--- src/rtl/uart_word_arbiter_pkg.sv ---
// Shared definitions for the two-requester word-to-byte UART arbiter.
// Holds the FSM encoding and the byte-count sizing helpers.
package uart_word_arbiter_pkg;

    typedef enum logic [1:0] {
        IDLE = 2'd0,
        SEND = 2'd1,
        WAIT = 2'd2
    } state_t;

    function automatic int nbytes_of(input int nbits, input int dbits);
        return nbits / dbits;
    endfunction

    // Byte counter must stay at least one bit wide even for single-byte words.
    function automatic int cnt_width(input int nbytes);
        return (nbytes <= 1) ? 1 : $clog2(nbytes);
    endfunction

endpackage

--- src/rtl/uart_word_arbiter_rr_grant2.sv ---
// Two-way round-robin grant: the requester not served last wins a contest.
// A lone valid requester always wins.
module rr_grant2 (
    input  logic       v0,
    input  logic       v1,
    input  logic       last,
    output logic [1:0] grant
);

    always_comb begin
        grant = 2'b00;
        if (v0 && (!v1 || last))
            grant[0] = 1'b1;
        else if (v1)
            grant[1] = 1'b1;
    end

endmodule

--- src/rtl/uart_word_arbiter.sv ---
// Accepts NBITS words from two round-robin requesters and serializes each one
// LSB-first as DBITS bytes into a start/done handshaked UART transmitter.
module uart_word_arbiter
    import uart_word_arbiter_pkg::*;
#(
    parameter int NBITS = 32,
    parameter int DBITS = 8
) (
    input  logic             clk,
    input  logic             reset,
    input  logic             r0_valid,
    input  logic [NBITS-1:0] r0_data,
    output logic             r0_ready,
    input  logic             r1_valid,
    input  logic [NBITS-1:0] r1_data,
    output logic             r1_ready,
    output logic [DBITS-1:0] tx_Data,
    output logic             tx_start,
    input  logic             tx_done,
    output logic             busy,
    output logic             grant_id
);

    localparam int NBYTES = nbytes_of(NBITS, DBITS);
    localparam int CW     = cnt_width(NBYTES);
    localparam logic [CW-1:0] LAST_K = CW'(NBYTES - 1);

    state_t           state;
    logic [NBITS-1:0] word;
    logic [CW-1:0]    k;
    logic             last;
    logic [1:0]       grant;
    logic             accept;
    logic [NBITS-1:0] sel_data;

    rr_grant2 u_rr_grant2 (
        .v0    (r0_valid),
        .v1    (r1_valid),
        .last  (last),
        .grant (grant)
    );

    // Ready is combinational so a requester sees acceptance in the same cycle.
    assign r0_ready = (state == IDLE) && !reset && grant[0];
    assign r1_ready = (state == IDLE) && !reset && grant[1];
    assign accept   = r0_ready || r1_ready;
    assign sel_data = grant[1] ? r1_data : r0_data;

    always_ff @(posedge clk or posedge reset) begin
        if (reset) begin
            state    <= IDLE;
            word     <= '0;
            k        <= '0;
            last     <= 1'b1;
            tx_Data  <= '0;
            tx_start <= 1'b0;
            busy     <= 1'b0;
            grant_id <= 1'b0;
        end else begin
            case (state)
                IDLE: begin
                    tx_start <= 1'b0;
                    if (accept) begin
                        word     <= sel_data;
                        grant_id <= grant[1];
                        last     <= grant[1];
                        k        <= '0;
                        tx_Data  <= sel_data[DBITS-1:0];
                        tx_start <= 1'b1;
                        busy     <= 1'b1;
                        state    <= SEND;
                    end
                end
                SEND: begin
                    tx_start <= 1'b0;
                    state    <= WAIT;
                end
                WAIT: begin
                    if (tx_done) begin
                        if (k == LAST_K) begin
                            busy  <= 1'b0;
                            state <= IDLE;
                        end else begin
                            k        <= k + 1'b1;
                            tx_Data  <= word[(int'(k) + 1) * DBITS +: DBITS];
                            tx_start <= 1'b1;
                            state    <= SEND;
                        end
                    end
                end
                default: begin
                    tx_start <= 1'b0;
                    busy     <= 1'b0;
                    state    <= IDLE;
                end
            endcase
        end
    end

endmodule

--- config.mk ---
export PLATFORM = sky130hd
export DESIGN_NAME = uart_word_arbiter
export DESIGN_NICKNAME = d
export VERILOG_FILES = /design/src/rtl/uart_word_arbiter_pkg.sv /design/src/rtl/uart_word_arbiter_rr_grant2.sv /design/src/rtl/uart_word_arbiter.sv
export SDC_FILE = /design/constraint.sdc
export NUM_CORES = 1
export LEC_CHECK = 0
export CAP_MARGIN = 20
export CORE_MARGIN = 3
export CORE_UTILIZATION = 30
export CTS_BUF_LIST = sky130_fd_sc_hd__clkbuf_4 sky130_fd_sc_hd__clkbuf_8
export CTS_CLUSTER_DIAMETER = 60
export DETAILED_ROUTE_END_ITERATION = 10
export SLEW_MARGIN = 25
export SYNTH_ARGS = -nofsm -noshare
export SYNTH_HDL_FRONTEND = slang
export SYNTH_SLANG_ARGS = --single-unit
--- constraint.sdc ---
create_clock -name clk -period 5.3 [get_ports clk]
set_input_delay 1.06 -clock clk [delete_from_list [all_inputs] [get_ports clk]]
set_output_delay 1.06 -clock clk [all_outputs]
set_load 0.01 [all_outputs]
==> results.json <==
{
  "synthFlopType": "dfrtp_1",
  "cts-buffers-inserted": 5,
  "timing.critical_path.arrival_ns": 2.76,
  "gpl.final_weighted_congestion": 0.756,
  "die_h_um": 91.3,
  "worst-r2r-cell-count": 4,
  "routed_wire_length_per_instance_um": 15.7,
  "synth_enable_flop_cells": 0,
  "wl_mm": 6.06,
  "detail_route.first_pass.iterations": 4,
  "asyncSetResetFlopFracSynth_pct": 100,
  "setup.worst_path.class": "primary input to output pin",
  "status": "finished, final reports clean",
  "setup.worst_path.start_class": "primary input",
  "worst_hold_path_type": "register to register",
  "start_util_pct": 31.6,
  "dp_slack_ns": 1.50,
  "placeableCoreArea_mm2": 0.00691,
  "cp-endpoint": "r1_ready",
  "netlist_top_cells_area": "dfrtp_1, o21ai_0, mux2i_1",
  "tritoncts": "done",
  "total_grt_overflow": 0,
  "mappedNetlistArea_mm2": 0.00218,
  "chipWidth_um": 91.3,
  "worst_path_most_repeated_cell": "clkdlybuf4s50_1",
  "fmax_ghz": 0.262,
  "pin_count_of_the_biggest_net_entering_global_routing": 38,
  "crit_path_end_kind": "output pin",
  "clockBufferDepth": 2,
  "number_of_distinct_library_cells_after_synthesis": 31,
  "worst_clock_skew_ns": 0.00582,
  "pin_count": 82,
  "area_growth_pct": 45.2,
  "route.detailed.vias_per_inst": 5.01,
  "leakage_power_of_the_design_nw": 1.33,
  "area_share_of_the_leading_cell_type_in_the_synthesized_netlist_pct": 44.8,
  "worst_skew_pair.late_latency_ns": 0.29,
  "hold_path_depth": 1,
  "postSynthAreaPerCell_um2": 10.1,
  "final_hold_viol_count": 0,
  "synth_sequential_area_ratio_pct": 46.0,
  "critPathBufInv": 3,
  "setup_violations": 0,
  "reg2reg_setup_slack_ns": 3.07,
  "maximum_vdd_drop_uv": 119,
  "first_global_vias": 1898,
  "max_stage_delay_ns": 0.54,
  "port_buffers": 81,
  "layout_common_cells": "clkdlybuf4s50_1, o21ai_0, dfrtp_1",
  "synth_seq_cells": 40,
  "worst_slew_margin_rel_pct": 47.3,
  "regToRegEndpoint": "tx_Data[6]$_DFFE_PP0P_",
  "std_cell_rows": 30,
  "groute.usage.overall_pct": 15.0,
  "drv_slew": 0,
  "power_frac_seq_pct": 39.9,
  "critPathTopFamily": "buffers and inverters",
  "floorplan.die_area_mm2": 0.00833,
  "cts.clk_slew.worst_paths_ns": 0.08,
  "postCtsResizedCells": 0,
  "p_sw_uw": 484,
  "timing.critical_path.cells": "clkdlybuf4s50_1, or3_1, buf_4, nor2_1, clkdlybuf4s50_1",
  "final.setup.worst_slack_ns": 1.48,
  "totalNegativeSetupSlack_ns": 0,
  "remaining_drc_errors": 0,
  "final_core_utilization_pct": 45.8,
  "num_antenna_cells": 0,
  "setup_fix_buffers_added_after_clock_tree_synthesis": 0,
  "combPwrFrac_pct": 41.9,
  "crit_fanout": 37,
  "power.share.switching_pct": 35.2,
  "final_layout_size_suffix_gt1_share_pct": 7.93,
  "hpwlAfterDp_mm": 4.41,
  "total_number_of_yosys_warnings": 0,
  "maximum_capacitance_violations": 0,
  "power.share.clock_pct": 18.2,
  "first_pass_grt_wire_length_mm": 9.89,
  "cp_num_cells": 5,
  "power_report.internal_total_uw": 892,
  "period_needed_ns": 3.82,
  "post-synth-top-area-cell": "dfrtp_1",
  "post-route-period-util_pct": 72.0,
  "rsz0062_at_grt": "false",
  "cp_data_required_time_ns": 4.24,
  "most_frequent_standard_cell_in_the_layout_excluding_fill_and_tap_cells": "clkdlybuf4s50_1",
  "routed-via-count": 1932,
  "cts_hold_repair.buffers": 0,
  "grt_antenna_before_repair": 0,
  "syn_nets": 286,
  "cpMaxStageDelayCell": "clkdlybuf4s50_1",
  "netlist_instances": 216,
  "worst_pin_slew_ns": 0.789,
  "drt-initial-drc-count": 110,
  "power_density_mw_per_mm2": 435,
  "crit-reg2reg-launch": "k[1]$_DFFE_PP0P_",
  "number_of_nets_in_the_layout": 359,
  "ant_nets": 0,
  "cts-htree-levels": 2,
  "clock_tree.root_cell": "clkbuf_8",
  "critical_path.startpoint": "reset",
  "cts.sink_count": 40
}
[flip-flops by register name (all words and copies together), names as in the netlist]
name      flops
busy          1
last          1
state         2
grant_id      1
word         24
tx_start      1
tx_Data       8
k             2
[cell usage after synthesis, drive strengths merged, types with 2 or more instances]
cell / count
a21oi: 2
a221oi: 16
and2: 8
buf: 8
clkbuf: 12
dfrtp: 39
inv: 6
mux2: 8
mux2i: 24
nand2: 5
nand2b: 2
nor2: 3
o211ai: 9
o21ai: 53
o31ai: 8
[routing by layer]
metal | vias to the layer above | track usage [%] | routed length, um
met5 | - | 0 | 0
met4 | 0 | 4.15 | 68
met3 | 5 | 3.81 | 343
met2 | 66 | 23.1 | 2890
met1 | 901 | 21.0 | 2760
li1 | 960 | - | -
[cell type report]
type,count,area (um2)
Clock inverter,2,35.0
Sequential cell,40,1000
Timing Repair Buffer,86,848
Tap cell,96,120
Inverter,6,22.5
Clock buffer,6,76.3
Fill cell,682,3740
Multi-Input combinational cell,150,1060
[worst reg2reg max path, stage by stage (launching register included)]
cell and delay [ns]:
dfrtp_1 0.54, ha_1 0.30, or4bb_1 0.69, o21a_1 0.32
o31ai_1 0.29
[power by group through the flow]
stage                     Sequential, mW  Combinational [mW]  Clock, mW
after floorplan                    0.533               0.368          0
after global placement             0.553               0.572          0
after detailed placement           0.556               0.584          0
after CTS                          0.550               0.585      0.256
after global routing               0.567               0.649      0.272
final                              0.549               0.576      0.250
[worst min-delay path by stage]
| stage | start | to | slack (ns) |
|---|---|---|---|
| finish | last$_DFFE_PP1P_ | last$_DFFE_PP1P_ | 0.51 |
| detailed placement | last$_DFFE_PP1P_ | last$_DFFE_PP1P_ | 0.50 |
| floorplan | word[24]$_DFFE_PP0P_ | word[24]$_DFFE_PP0P_ | 0.47 |
| global placement | word[20]$_DFFE_PP0P_ | word[20]$_DFFE_PP0P_ | 0.49 |
| global route | last$_DFFE_PP1P_ | last$_DFFE_PP1P_ | 0.52 |
| CTS | last$_DFFE_PP1P_ | last$_DFFE_PP1P_ | 0.51 |
[logic make-up after synthesis]
family | synth area share (%)
AOI/OAI and AO/OA | 26.7
DFF | 46.0
muxes | 15.1
buffers and inverters | 5.39
and+or+nand+nor | 6.20
adders and majority gates | 0.574
[through the flow]
step | total power, mW | instances | hold WS (ns) | cell area (um2)
floorplan | 0.901 | 216 | 0.468 | 2180
global placement | 1.13 | 378 | 0.491 | 3050
detailed placement | 1.14 | 378 | 0.497 | 3050
CTS | 1.39 | 386 | 0.508 | 3170
global route | 1.49 | 386 | 0.522 | 3170
finish | 1.38 | 386 | 0.507 | 3170
Note: power is estimated with default switching activity, not from simulation.
